## config.mk

```make
export PLATFORM = sky130hd
export DESIGN_NAME = uart_cmd_decoder
export DESIGN_NICKNAME = d
export VERILOG_FILES = /design/src/rtl/uart_cmd_decoder.sv
export SDC_FILE = /design/constraint.sdc
export NUM_CORES = 1
export LEC_CHECK = 0
export ABC_AREA = 1
export BUFFER_PORTS_ARGS = -buffer_cell sky130_fd_sc_hd__buf_2
export CAP_MARGIN = 20
export CORE_ASPECT_RATIO = 1.5
export CORE_MARGIN = 2
export CORE_UTILIZATION = 47
export DETAILED_ROUTE_END_ITERATION = 8
export PLACE_DENSITY = 0.73
export SYNTH_ARGS = -nofsm -noshare
export SYNTH_HDL_FRONTEND = slang
export SYNTH_SLANG_ARGS = --single-unit
export TNS_END_PERCENT = 50
```

## constraint.sdc

```tcl
create_clock -name i_sys_clk -period 1.7 [get_ports i_sys_clk]
set_clock_uncertainty 0.1 [all_clocks]
set_input_delay 0.085 -clock i_sys_clk [delete_from_list [all_inputs] [get_ports i_sys_clk]]
set_output_delay 0.085 -clock i_sys_clk [all_outputs]
set_load 0.005 [all_outputs]
```

## src/rtl/uart_cmd_decoder.sv

```systemverilog
// UART command parser: 'w' addr data -> SDRAM write, 'r' addr -> SDRAM read, low read byte back to TX.
// Latency: cmd valid 1 cycle after last byte, tx valid 1 cycle after rd_valid; holds valid until ready, drops RX bytes while busy.
module uart_cmd_decoder #(
    parameter int AddrWidth     = 22,
    parameter int DataWidth     = 16,
    parameter int TimeoutCycles = 1_330_000
) (
    input  logic                 i_sys_clk,
    input  logic                 i_rst_n,
    input  logic                 i_rx_valid,
    input  logic [7:0]           i_rx_data,
    output logic                 o_cmd_valid,
    input  logic                 i_cmd_ready,
    output logic                 o_cmd_write,
    output logic [AddrWidth-1:0] o_cmd_addr,
    output logic [DataWidth-1:0] o_cmd_wdata,
    input  logic                 i_rd_valid,
    input  logic [DataWidth-1:0] i_rd_data,
    output logic                 o_tx_valid,
    input  logic                 i_tx_ready,
    output logic [7:0]           o_tx_data,
    output logic                 o_overrun
);

    localparam int CntW = $clog2(TimeoutCycles);
    localparam logic [CntW-1:0] CntMax = CntW'(TimeoutCycles - 1);

    typedef enum logic [2:0] {
        IDLE,
        GET_ADDR,
        GET_DATA,
        ISSUE,
        WAIT_RD,
        SEND_TX
    } state_t;

    state_t                 r_state;
    state_t                 w_state_nxt;
    logic                   r_wr;
    logic [AddrWidth-1:0]   r_addr;
    logic [DataWidth-1:0]   r_wdata;
    logic [7:0]             r_tx_data;
    logic [CntW-1:0]        r_cnt;
    logic                   r_overrun;
    logic                   w_accept;
    logic                   w_timeout;
    logic                   w_overrun;
    logic                   w_rd_hi_unused;

    assign w_rd_hi_unused = ^i_rd_data[DataWidth-1:8];

    always_ff @(posedge i_sys_clk or negedge i_rst_n) begin
        if (!i_rst_n) begin
            r_state <= IDLE;
        end else begin
            r_state <= w_state_nxt;
        end
    end

    always_comb begin
        w_state_nxt = r_state;
        w_accept    = 1'b0;
        w_timeout   = 1'b0;
        w_overrun   = 1'b0;
        case (r_state)
            IDLE: begin
                if (i_rx_valid && (i_rx_data == 8'h77 || i_rx_data == 8'h72)) begin
                    w_accept    = 1'b1;
                    w_state_nxt = GET_ADDR;
                end
            end
            GET_ADDR, GET_DATA: begin
                // Timeout wins: a byte landing on the abandon edge is dropped as overrun.
                if (r_cnt == CntMax) begin
                    w_timeout   = 1'b1;
                    w_overrun   = i_rx_valid;
                    w_state_nxt = IDLE;
                end else if (i_rx_valid) begin
                    w_accept    = 1'b1;
                    w_state_nxt = (r_state == GET_ADDR && r_wr) ? GET_DATA : ISSUE;
                end
            end
            ISSUE: begin
                w_overrun = i_rx_valid;
                if (i_cmd_ready) begin
                    w_state_nxt = r_wr ? IDLE : WAIT_RD;
                end
            end
            WAIT_RD: begin
                w_overrun = i_rx_valid;
                if (i_rd_valid) begin
                    w_state_nxt = SEND_TX;
                end
            end
            SEND_TX: begin
                w_overrun = i_rx_valid;
                if (i_tx_ready) begin
                    w_state_nxt = IDLE;
                end
            end
            default: w_state_nxt = IDLE;
        endcase
    end

    always_ff @(posedge i_sys_clk or negedge i_rst_n) begin
        if (!i_rst_n) begin
            r_wr      <= 1'b0;
            r_addr    <= '0;
            r_wdata   <= '0;
            r_tx_data <= '0;
            r_cnt     <= '0;
            r_overrun <= 1'b0;
        end else begin
            r_overrun <= w_overrun;
            if (w_accept) begin
                case (r_state)
                    IDLE: begin
                        r_wr    <= (i_rx_data == 8'h77);
                        r_wdata <= '0;
                    end
                    GET_ADDR: r_addr  <= {{(AddrWidth-8){1'b0}}, i_rx_data};
                    GET_DATA: r_wdata <= {{(DataWidth-8){1'b0}}, i_rx_data};
                    default:  ;
                endcase
            end
            if (r_state == WAIT_RD && i_rd_valid) begin
                r_tx_data <= i_rd_data[7:0];
            end
            if ((r_state == GET_ADDR || r_state == GET_DATA) && !w_accept && !w_timeout) begin
                r_cnt <= r_cnt + CntW'(1);
            end else begin
                r_cnt <= '0;
            end
        end
    end

    assign o_cmd_valid = (r_state == ISSUE);
    assign o_cmd_write = r_wr && (r_state == ISSUE);
    assign o_cmd_addr  = r_addr;
    assign o_cmd_wdata = r_wdata;
    assign o_tx_valid  = (r_state == SEND_TX);
    assign o_tx_data   = r_tx_data;
    assign o_overrun   = r_overrun;

endmodule

```

# Word-level counts from Yosys, hierarchy flattened
# Index checks and enable logic that the tools add are counted.
# totals
input_bits,30
word_cells,58
output_inout_bits,50
ff_bits,58
# op_classes
n_mux,19
n_addsub,1
reduce_logical,18
n_eq_ne,13
# ops
op,n
16-bit one-hot mux with 2 select lines,1
21-bit by 1-bit adder with 21-bit output (second input constant),1
21-bit == test (second input constant),1
21-bit 2-to-1 mux,1
3-bit 2-to-1 mux,7
8-bit by 7-bit == test with 1-bit output (second input constant),2
3-bit one-hot mux with 5 select lines,1
1-bit 2-to-1 mux,7
3-bit by 2-bit == test with 1-bit output (second input constant),2
3-bit == test (second input constant),2
1-bit logical AND,6
2-bit AND reduction,3
5-bit AND reduction,1
2-bit by 1-bit != test with 1-bit output (second input constant),2
2-bit != test (second input constant),2
1-bit one-hot mux with 2 select lines,2
3-bit by 1-bit == test with 1-bit output (second input constant),1
3-bit zero test,1
3-bit != test (second input constant),1
3-bit OR reduction,1
1-bit zero test,2
1-bit logical OR,2
2-bit nonzero test,1
2-bit OR reduction,1

# Longest topological paths before layout
# Gate-level depths: netlist of the first run.
# logic_depth
ltp_word,9
ltp_mapped,10
ltp_nobuf,10

# Worst setup path after synthesis of the first run
# No wires, ideal clock.
# synth_timing
kind,register to register
start,reg r_cnt[0]
end,reg r_addr[0] (netlist: o_cmd_addr[0])
stages_incl_launch_ff,10
arrival_ns,1.427
n_path_buf,1
setup_ns,0.117
period_less_slack_ns,1.644
setup_slack_ns,0.056
path_cell_list,dfrtp_1 > ha_1 > nand3_2 > nor2_2 > nand3_2 > nand3_2 > nand2_4 > buf_6 > nand3_1 > nand2_1
# synth_between
elab_chain_len,4
# synth_rtl
element,line_no,rtl
"start, declared",43,logic [CntW-1:0] r_cnt;
"start signal, assigned",130,r_cnt <= r_cnt + CntW'(1);
21-bit == test,74,if (r_cnt == CntMax) begin
1-bit 2-to-1 mux,74,
1-bit one-hot mux with 2 select lines,65,case (r_state)
2-bit AND reduction (no line),-,
"end signal, assigned",121,"GET_ADDR: r_addr <= {{(AddrWidth-8){1'b0}}, i_rx_data};"
"end, declared",40,logic [AddrWidth-1:0] r_addr;
# Every way passes these cells.
# A chain may end at the register's enable or synchronous reset.

# Worst setup path after layout of the first run
# layout_timing
start,reg r_state[1]
end,out o_cmd_write
# layout_between
elab_chain_len,2
# layout_rtl
element,line_no,rtl
"start, declared",37,state_t r_state;
"start signal, assigned",56,r_state <= w_state_nxt;
3-bit by 2-bit == test with 1-bit output,138,assign o_cmd_write = r_wr && (r_state == ISSUE);
1-bit logical AND,138,
"end, declared",14,"output logic o_cmd_write,"
# Every way passes these cells.

==> results.tsv, run 1 <==
metric	value	unit
first-pass GRT wire length	10980	microns
I/O pins	80	
Max clock buf depth	2	
commonest cells after routing, fill and taps aside	nand2_1 (86), buf_2 (49), dfrtp_1 (49)	
hold depth	5	
final worst setup slack	0.06659	ns
die height	97.33	microns
Main synth FF type	dfrtp_1	
final core utilization	0.6220	
Async SR Flop Fraction	1.000	
outcome	complete, no violations	
Reg power frac	0.400	
top-area cell type share of the netlist area	0.4585	
fin crit period	1.633	ns
switching share of power	0.3742	
CTS tree	built	
gate count of the mapped netlist	337	
Clk pwr share	0.212	
worst setup path class	reg2out	
worst flop-to-flop path startpoint	r_cnt[4]	
crit path DAT	1.45	ns
Fin Setup TNS	0	ns
Critical Path RT	1.51	ns
Setup crit start	r_state[1]	
share of post-route cells with drive strength above 1	0.2612	
Comb power frac	0.388	
largest net degree at the start of global routing	31	
Rows	34	
Crit Path Max Fanout	4	
Routed Antenna Nets	0	
Routed WL	6745	microns
P_int	0.002561	W
Critical Path Source Type	register	
final setup fails	0	
FF-to-FF setup slack	0.07	ns
Seq/Total Area, Yosys	0.4585	
Mapped Area	0.002729	sq mm
post-layout instance area	0.003546	sq mm
clock latency on the worst-skew pair	0.31	ns
area of the multi-input gates	0.001383	sq mm
worst slack, placed	-0.04106	ns
Max Slew Vio Count	0	
Switch Pwr	0.001531	W
#FFs+latches synth	50	
Synth area leader	dfrtp_1	
crit share post-route	0.9608	
Final Hold Violating Endpoints	0	
power per cell area	1154	mW/mm^2
Ys Warns	0	
number of global-route vias before repair	2505	
Slew headroom	0.6604	
Max-cap violations	0	
core area	0.005700	sq mm
post-DP HPWL	4709	microns
initial DRC count	107	
Reg2Reg Depth	9	
FILL cells	489	
Layout area overhead	29.94	%
routed len/inst	13.57	microns
Total GRT Usage	0.2145	
CTS root buffer	clkbuf_8	
Layout Nets	455	
Post-synth EDFFs	0	
Residual DRC	0	
H-tree depth	2	
most common cell after layout, fill and taps aside	nand2_1	
GP Congestion	0.9287	
top post-synthesis cells by area	dfrtp_1 (46%), nand2_1 (12%), buf_4 (6.1%)	
clk slew on worst S/H paths	0.10	ns
first drt pass iteration count	6	
total gr overflow	0	
port bufs	49	
Hold EP	r_state[2]	
Avg Inst Size Synth	8.098	sq um
ANT cells	0	
worst reg2reg endpoint	o_cmd_wdata[5]	
CTS Buf Count	5	
die area	0.006444	sq mm
HP Class	in2reg	
Initial Utilization	0.4787	
Reg area	0.001252	sq mm
Crit. End Element	primary output	
via density per instance	5.050	
VDD IR max	0.0009415	V
placed insts	465	
Final Non-Filler Cells	497	
Die W	66.22	microns
Slew @ Worst Pin	0.5094	ns
FMAX	0.6122	GHz
initial antenna violation count	0	
Netlist cell types	30	
RSZ-0062 raised after global routing	true	
static leakage	1.773	nW
CTS Sinks	50	
total number of vias	2510	
Hold Crit Start	i_tx_ready	
area post-placement	0.003054	sq mm
cells by family after synthesis:
| logic type | after synthesis | share of synthesized area |
|---|---|---|
| muxes | 8 | 0.03301 |
| buffers and inverters | 61 | 0.1229 |
| other | 1 | 0.001374 |
| adders and majority gates | 1 | 0.004584 |
| xor gates and xnor gates | 8 | 0.02567 |
| AOI/OAI and AO/OA | 14 | 0.02797 |
| DFF | 50 | 0.4585 |
| and+or+nand+nor | 194 | 0.3260 |
what timing repair did:
action	4_1_cts	5_1_grt
cloned	0	2
resized for setup	5	22
hold buffers	19	0
hold endpoints to repair	46	0
setup endpoints to repair	16	39
pin swaps	0	6
buffers inserted	0	3
worst max-delay path, stage by stage, from the launching register on:
cell,delay (ns)
dfrtp_1,0.44
inv_1,0.08
buf_4,0.15
nor3_2,0.16
inv_1,0.10
nor2_1,0.09
buf_2,0.12
registers in the layout (all words and copies together) (netlist names):
name,cells
o_cmd_wdata,8
o_overrun,1
r_cnt,21
r_state,3
r_wr,1
o_tx_data,8
o_cmd_addr,8
layer usage:
| metal | share of wire | global-route usage |
|---|---|---|
| met3 | 0.038 | 0.03129 |
| met2 | 0.57 | 0.3931 |
| met4 | 0.025 | 0.07535 |
| met1 | 0.37 | 0.2442 |
| met5 | 0 | 0 |
power by group through the flow:
stage	Combinational [W]	Clock, W	Sequential (W)
floorplan	0.000784	0	0.00165
global placement	0.00129	0	0.00163
detailed placement	0.00133	0	0.00163
CTS	0.00141	0.000879	0.00161
global route	0.00178	0.000933	0.00167
finish	0.00159	0.000869	0.00164
Yosys cell counts (2+ instances only):
cell	instances
a21oi_1	6
a31oi_1	2
buf_4	22
buf_6	3
dfrtp_1	50
inv_1	33
inv_2	2
mux2_2	8
nand2_1	86
nand2_2	2
nand3_1	32
nand3_2	4
nand4_1	8
nor2_1	38
nor2_2	3
nor3_1	13
nor3_2	2
nor3b_1	3
o21ai_0	3
xnor2_1	4
xor2_1	4
cell type report:
| class | instances | share of cell area |
|---|---|---|
| multi-input cells | 249 | 0.3899 |
| flip-flops and latches | 50 | 0.3532 |
| repair buffers | 83 | 0.1616 |
| inverters | 35 | 0.03705 |
| well taps | 72 | 0.02541 |
| clock buffers | 5 | 0.01941 |
| clock inverters | 3 | 0.01341 |
through the flow:
stage / hold slack [ns] / power [W]
after floorplan: -0.3106 / 0.002438
after global placement: -0.01356 / 0.002919
after detailed placement: -0.01313 / 0.002964
after CTS: 0.03589 / 0.003907
after global routing: 0.09321 / 0.004379
final: 0.04730 / 0.004092
worst max-delay path by stage:
stage | slack [ns] | to | cells after the start
5_1_grt | -0.06 | r_cnt[13] | 7
3_3_place_gp | 0.03 | o_cmd_wdata[3] | 9
4_1_cts | 0.009 | r_cnt[3] | 7
3_5_place_dp | -0.04 | o_cmd_wdata[5] | 9
6_report | 0.07 | o_cmd_write | 6
2_1_floorplan | 0.06 | o_cmd_addr[0] | 9
(Power assumes the default switching activity.)
==> run 2, diff against run 1 <==
--- a/config.mk
+++ b/config.mk
@@ -10,9 +10,10 @@
 export CAP_MARGIN = 20
 export CORE_ASPECT_RATIO = 1.5
 export CORE_MARGIN = 2
-export CORE_UTILIZATION = 47
+export CORE_UTILIZATION = 48
+export CTS_BUF_LIST = sky130_fd_sc_hd__clkbuf_4
 export DETAILED_ROUTE_END_ITERATION = 8
-export PLACE_DENSITY = 0.73
+export PLACE_DENSITY = 0.75
 export SYNTH_ARGS = -nofsm -noshare
 export SYNTH_HDL_FRONTEND = slang
 export SYNTH_SLANG_ARGS = --single-unit
==> run 2 against run 1 <==
Die area shrank 2.0%. Flip-flop and latch count is the same. Clock-buffer cell count is the same. Maximum frequency shrank 2.9%. Via count grew 1.7%. Combinational power grew 12%.
==> results.tsv, run 2 (synthesis results as in run 1) <==
metric	value	unit	change
outcome	complete, no violations		
crit path DAT	1.50	ns	+0.05 ns
FF-to-FF setup slack	0.07	ns	about the same
Max clock buf depth	2		unchanged
Reg area	0.001252	sq mm	unchanged
static leakage	1.795	nW	+1.3%
ANT cells	0		unchanged
RSZ-0062 raised after global routing	true		
CTS Buf Count	5		unchanged
worst stage delay on the critical path	0.42	ns	-0.02 ns
placed insts	464		-0.22%
first drt pass iteration count	4		-2
fin crit period	1.682	ns	+0.04831 ns
Layout area overhead	31.13	%	
CP max-delay cell	dfrtp_1		
FMAX	0.5946	GHz	-2.9%
post-layout instance area	0.003578	sq mm	+0.92%
area of the multi-input gates	0.001370	sq mm	-0.91%
Reg2Reg Depth	9		unchanged
commonest cells after routing, fill and taps aside	nand2_1 (86), buf_2 (49), dfrtp_1 (49)		
Initial Utilization	0.4969		+0.01821
worst reg2reg endpoint	r_state[0]		
total number of vias	2552		+1.7%
CTS tree	built		
Max Slew Vio Count	0		unchanged
largest net degree at the start of global routing	40		+29%
crit path cell chain	inv_2 -> buf_6 -> nor3_4 -> inv_2 -> nor2_2 -> buf_2		
share of post-route cells with drive strength above 1	0.2851		+0.02388
CTS Sinks	50		unchanged
Setup crit start	r_state[1]		
routed len/inst	14.09	microns	+3.8%
core area	0.005492	sq mm	-3.7%
initial DRC count	122		+14%
Rows	33		-2.9%
Final Hold Violating Endpoints	0		unchanged
first-pass GRT wire length	11100	microns	+1.1%
Crit path top cell by count	inv_2		
HP Class	in2async		
Routed WL	7115	microns	+5.5%
number of global-route vias before repair	2628		+4.9%
area post-placement	0.003059	sq mm	+0.16%
total gr overflow	0		unchanged
final setup fails	0		unchanged
crit share post-route	0.9892		+0.02842
max reg flops	21		unchanged
Critical Path Source Type	register		
Layout Nets	465		+2.2%
Residual DRC	0		unchanged
I/O pins	80		unchanged
Max-cap violations	0		unchanged
port bufs	49		unchanged
FILL cells	464		-5.1%
GP Congestion	0.9523		+2.5%
Final Non-Filler Cells	505		+1.6%
clk slew on worst S/H paths	0.15	ns	+0.05 ns
CTS root buffer	clkbuf_4		
Crit. End Element	primary output		
Top reg by flops	r_cnt		
die height	96.35	microns	-1.0%
via density per instance	5.053		about the same
initial antenna violation count	0		unchanged
Total GRT Usage	0.2309		+0.01640
worst flop-to-flop path startpoint	r_cnt[0]		
Die W	65.57	microns	-0.98%
clock latency on the worst-skew pair	0.38	ns	+0.07 ns
post-DP HPWL	4866	microns	+3.3%
worst setup path class	reg2out		
die area	0.006317	sq mm	-2.0%
Crit Path Max Fanout	3		-1
Routed Antenna Nets	0		unchanged
power per cell area	1151	mW/mm^2	-0.31%
H-tree depth	2		unchanged
Critical Path RT	1.51	ns	about the same
most common cell after layout, fill and taps aside	nand2_1		
VDD IR max	0.0008294	V	-12%
[run 2: worst max path at each step]
stage | to | slack (ns) | cells past startpoint
6_report | o_cmd_write | 0.02 | 6
5_1_grt | o_cmd_write | -0.07 | 6
4_1_cts | o_cmd_wdata[0] | -0.03 | 9
3_5_place_dp | o_cmd_addr[0] | -0.01 | 9
3_3_place_gp | o_cmd_wdata[3] | 0.02 | 9
2_1_floorplan | o_cmd_addr[0] | 0.06 | 9
[run 2: repair_timing]
action                                  CTS  global route
cloned                                    0             2
buffers inserted                          0            11
gates resized for setup                   2            27
hold buffers                             20             0
pin swaps                                 0             8
endpoints found under the setup margin   17            41
hold endpoints to repair                 78             0
[run 2: power by group]
part	switching (W)	total (W)	internal [W]
registers	0.000176	0.00163	0.00145
clock network	0.000399	0.000708	0.000309
logic	0.000972	0.00178	0.000807
[run 2: critical path, delay by kind of cell, from the launching register on]
| family | cells | cell delay (ns) |
|---|---|---|
| flops | 1 | 0.42 |
| buf+inv | 4 | 0.39 |
| simple gates | 2 | 0.31 |
[run 2: cell type report]
class,instances,area share
Clock inverter,3,0.01259
Tap cell,70,0.02448
Clock buffer,5,0.01049
Inverter,35,0.03671
Multi-Input combinational cell,249,0.3829
Timing Repair Buffer,93,0.1829
Sequential cell,50,0.3500
[run 2: per-layer routing]
metal | global-route usage | up-vias | wire length (microns)
met2 | 0.4592 | 80 | 4096
met3 | 0.04327 | 28 | 253
met1 | 0.2135 | 1210 | 2464
met5 | 0 | - | 0
met4 | 0.1285 | 0 | 299
li1 | - | 1234 | -
[run 2: through the flow]
step / util / setup slack [ns] / TNS (ns) / power [W] / hold WS, ns
floorplan: - / 0.05635 / 0 / 0.002438 / -0.3106
global placement: 0.5571 / 0.02177 / 0 / 0.002912 / -0.1230
detailed placement: 0.5571 / -0.009693 / -0.04946 / 0.002960 / -0.1128
CTS: 0.6099 / -0.03459 / -0.3747 / 0.003718 / 0.02452
global route: 0.6516 / -0.06937 / -0.1788 / 0.004385 / 0.04496
finish: 0.6516 / 0.01828 / 0 / 0.004117 / 0.01311
==> run 3, diff against run 2 <==
--- a/config.mk
+++ b/config.mk
@@ -7,13 +7,13 @@
 export LEC_CHECK = 0
 export ABC_AREA = 1
 export BUFFER_PORTS_ARGS = -buffer_cell sky130_fd_sc_hd__buf_2
-export CAP_MARGIN = 20
+export CAP_MARGIN = 25
 export CORE_ASPECT_RATIO = 1.5
 export CORE_MARGIN = 2
-export CORE_UTILIZATION = 48
+export CORE_UTILIZATION = 43
 export CTS_BUF_LIST = sky130_fd_sc_hd__clkbuf_4
 export DETAILED_ROUTE_END_ITERATION = 8
-export PLACE_DENSITY = 0.75
+export PLACE_DENSITY = 0.68
 export SYNTH_ARGS = -nofsm -noshare
 export SYNTH_HDL_FRONTEND = slang
 export SYNTH_SLANG_ARGS = --single-unit
==> run 3 against run 2 <==
Critical endpoint is now o_cmd_addr[1]. Design area grew 1.3%. Non-clock buffer count grew 4. Critical path depth grew 3. Clock power shrank 13%. Largest power group unchanged. Die area rose by 11%. First-iteration DRC count is 20% lower. Maximum frequency increased by 0.11%. Sequential power barely moved. Via count fell by 1.1%. Sequential share of layout area is 0.42 points lower. Flip-flop and latch count stayed put.
==> results.tsv, run 3 (synthesis results as in run 1) <==
metric	value	unit	change
outcome	complete, no violations		
Layout area overhead	32.87	%	
via density per instance	4.918		-2.7%
Slew @ Worst Pin	0.5271	ns	
die height	101.6	microns	+5.4%
Slew headroom	0.6486		
clock latency on the worst-skew pair	0.39	ns	about the same
power per cell area	1108	mW/mm^2	-3.7%
Routed WL	7118	microns	about the same
routed len/inst	13.88	microns	-1.5%
crit path DAT	1.92	ns	+0.42 ns
clk slew on worst S/H paths	0.17	ns	+0.02 ns
Max-cap violations	0		unchanged
Crit Path Max Fanout	4		+1
Critical Path Source Type	register		
most common cell after layout, fill and taps aside	nand2_1		
HP Class	in2reg		
Residual DRC	0		unchanged
initial antenna violation count	0		unchanged
Max Slew Vio Count	0		unchanged
CTS Sinks	50		unchanged
max reg flops	21		unchanged
Fin Setup TNS	0	ns	unchanged
core area	0.006131	sq mm	+12%
Die W	69.05	microns	+5.3%
share of post-route cells with drive strength above 1	0.3030		+0.01790
Rows	35		+6.1%
CTS root buffer	clkbuf_4		
die area	0.007013	sq mm	+11%
crit share post-route	0.9882		-0.001091
static leakage	1.834	nW	+2.1%
CTS tree	built		
final setup fails	0		unchanged
worst setup path class	reg2reg		
H-tree depth	2		unchanged
initial DRC count	98		-20%
total number of vias	2523		-1.1%
Layout Nets	469		+0.86%
GP Congestion	0.9230		-3.1%
Top reg by flops	r_cnt		
CTS Buf Count	5		unchanged
largest net degree at the start of global routing	30		-25%
RSZ-0062 raised after global routing	true		
port bufs	49		unchanged
worst stage delay on the critical path	0.43	ns	about the same
crit path cell chain	buf_4 -> nor2_4 -> buf_4 -> nor2_4 -> nand3_4 -> buf_12 -> nand2_4 -> nand3_1 -> nand2_1		
Max clock buf depth	2		unchanged
post-DP HPWL	4957	microns	+1.9%
ANT cells	0		unchanged
CP max-delay cell	dfrtp_1		
FMAX	0.5953	GHz	+0.11%
Routed Antenna Nets	0		unchanged
worst hold margin	0.04219	ns	+0.02908 ns
VDD IR max	0.0009236	V	+11%
Initial Utilization	0.4451		-0.05182
Total GRT Usage	0.1913		-0.03958
commonest cells after routing, fill and taps aside	nand2_1 (83), buf_2 (49), dfrtp_1 (48)		
I/O pins	80		unchanged
first drt pass iteration count	4		unchanged
first-pass GRT wire length	10830	microns	-2.5%
total gr overflow	0		unchanged
Critical Path RT	1.94	ns	+0.43 ns
Final Hold Violating Endpoints	0		unchanged
crit-path leading delay family	simple AND/OR/NAND/NOR gates		
Crit. End Element	register		
number of global-route vias before repair	2390		-9.1%
Bufs and invs on worst path	3		-1
fin crit period	1.680	ns	-0.001855 ns
[run 3: cell types whose count changed in the layout (fill, tap and decap cells not counted), sizes merged]
cell / before / now
clkinv: 0 / 2
bufinv: 1 / 0
clkinvlp: 2 / 0
buf: 73 / 77
inv: 35 / 36
[run 3: layer usage]
metal | GRT usage | share of wire | routed length [microns]
met1 | 0.1999 | 0.36 | 2544
met2 | 0.3861 | 0.59 | 4172
met3 | 0.02886 | 0.032 | 230
met4 | 0.06184 | 0.024 | 170
met5 | 0 | 0 | 0
[run 3: power by group]
group	internal, W	switching [W]
combinational	0.000784	0.000993
clock	0.000178	0.000439
sequential	0.00145	0.000169
[run 3: worst paths after layout]
path / startpoint / end / slack [ns] / cells after the start
max in group asynchronous: i_rst_n / r_wr / 0.90 / 3
min in group asynchronous: i_rst_n / r_cnt[6] / 0.07 / 2
setup reg to reg: r_state[1] / o_cmd_addr[1] / 0.02 / 9
hold / removal: i_cmd_ready / r_state[2] / 0.04 / 5
hold reg to reg: o_cmd_wdata[0] / o_cmd_wdata[0] / 0.39 / 2
setup / recovery: r_state[1] / o_cmd_addr[1] / 0.02 / 9
[run 3: tightest hold or removal path, stage by stage]
cell     delay [ns]
buf_2          0.10
o22ai_1        0.11
nor2_1         0.10
nand3_1        0.07
nand2_1        0.04
[run 3: cell type report]
| type | count | area [sq um] |
|---|---|---|
| Clock buffer | 5 | 37.54 |
| Clock inverter | 3 | 28.78 |
| Fill cell | 551 | 2505 |
| Inverter | 35 | 131.4 |
| Multi-Input combinational cell | 249 | 1381 |
| Sequential cell | 50 | 1254 |
| Tap cell | 74 | 92.59 |
| Timing Repair Buffer | 97 | 700.7 |
[run 3: metrics by stage]
stage / instance area, sq um / std cells / util / setup WS [ns] / total power, W
floorplan: 2808 / 358 / - / 0.05635 / 0.002438
global placement: 3094 / 472 / 0.5047 / 0.04529 / 0.002939
detailed placement: 3094 / 472 / 0.5047 / -0.003320 / 0.002977
CTS: 3379 / 500 / 0.5512 / 0.002186 / 0.003663
global route: 3626 / 513 / 0.5914 / -0.05474 / 0.004257
finish: 3626 / 513 / 0.5914 / 0.02013 / 0.004017
[run 3: timing repair]
item / in CTS / in global routing
pin swaps: 0 / 10
buffers inserted: 0 / 11
hold endpoints to repair: 78 / 0
hold buffers: 20 / 0
gates cloned: 0 / 2
resized for setup: 3 / 33
setup endpoints to repair: 16 / 32
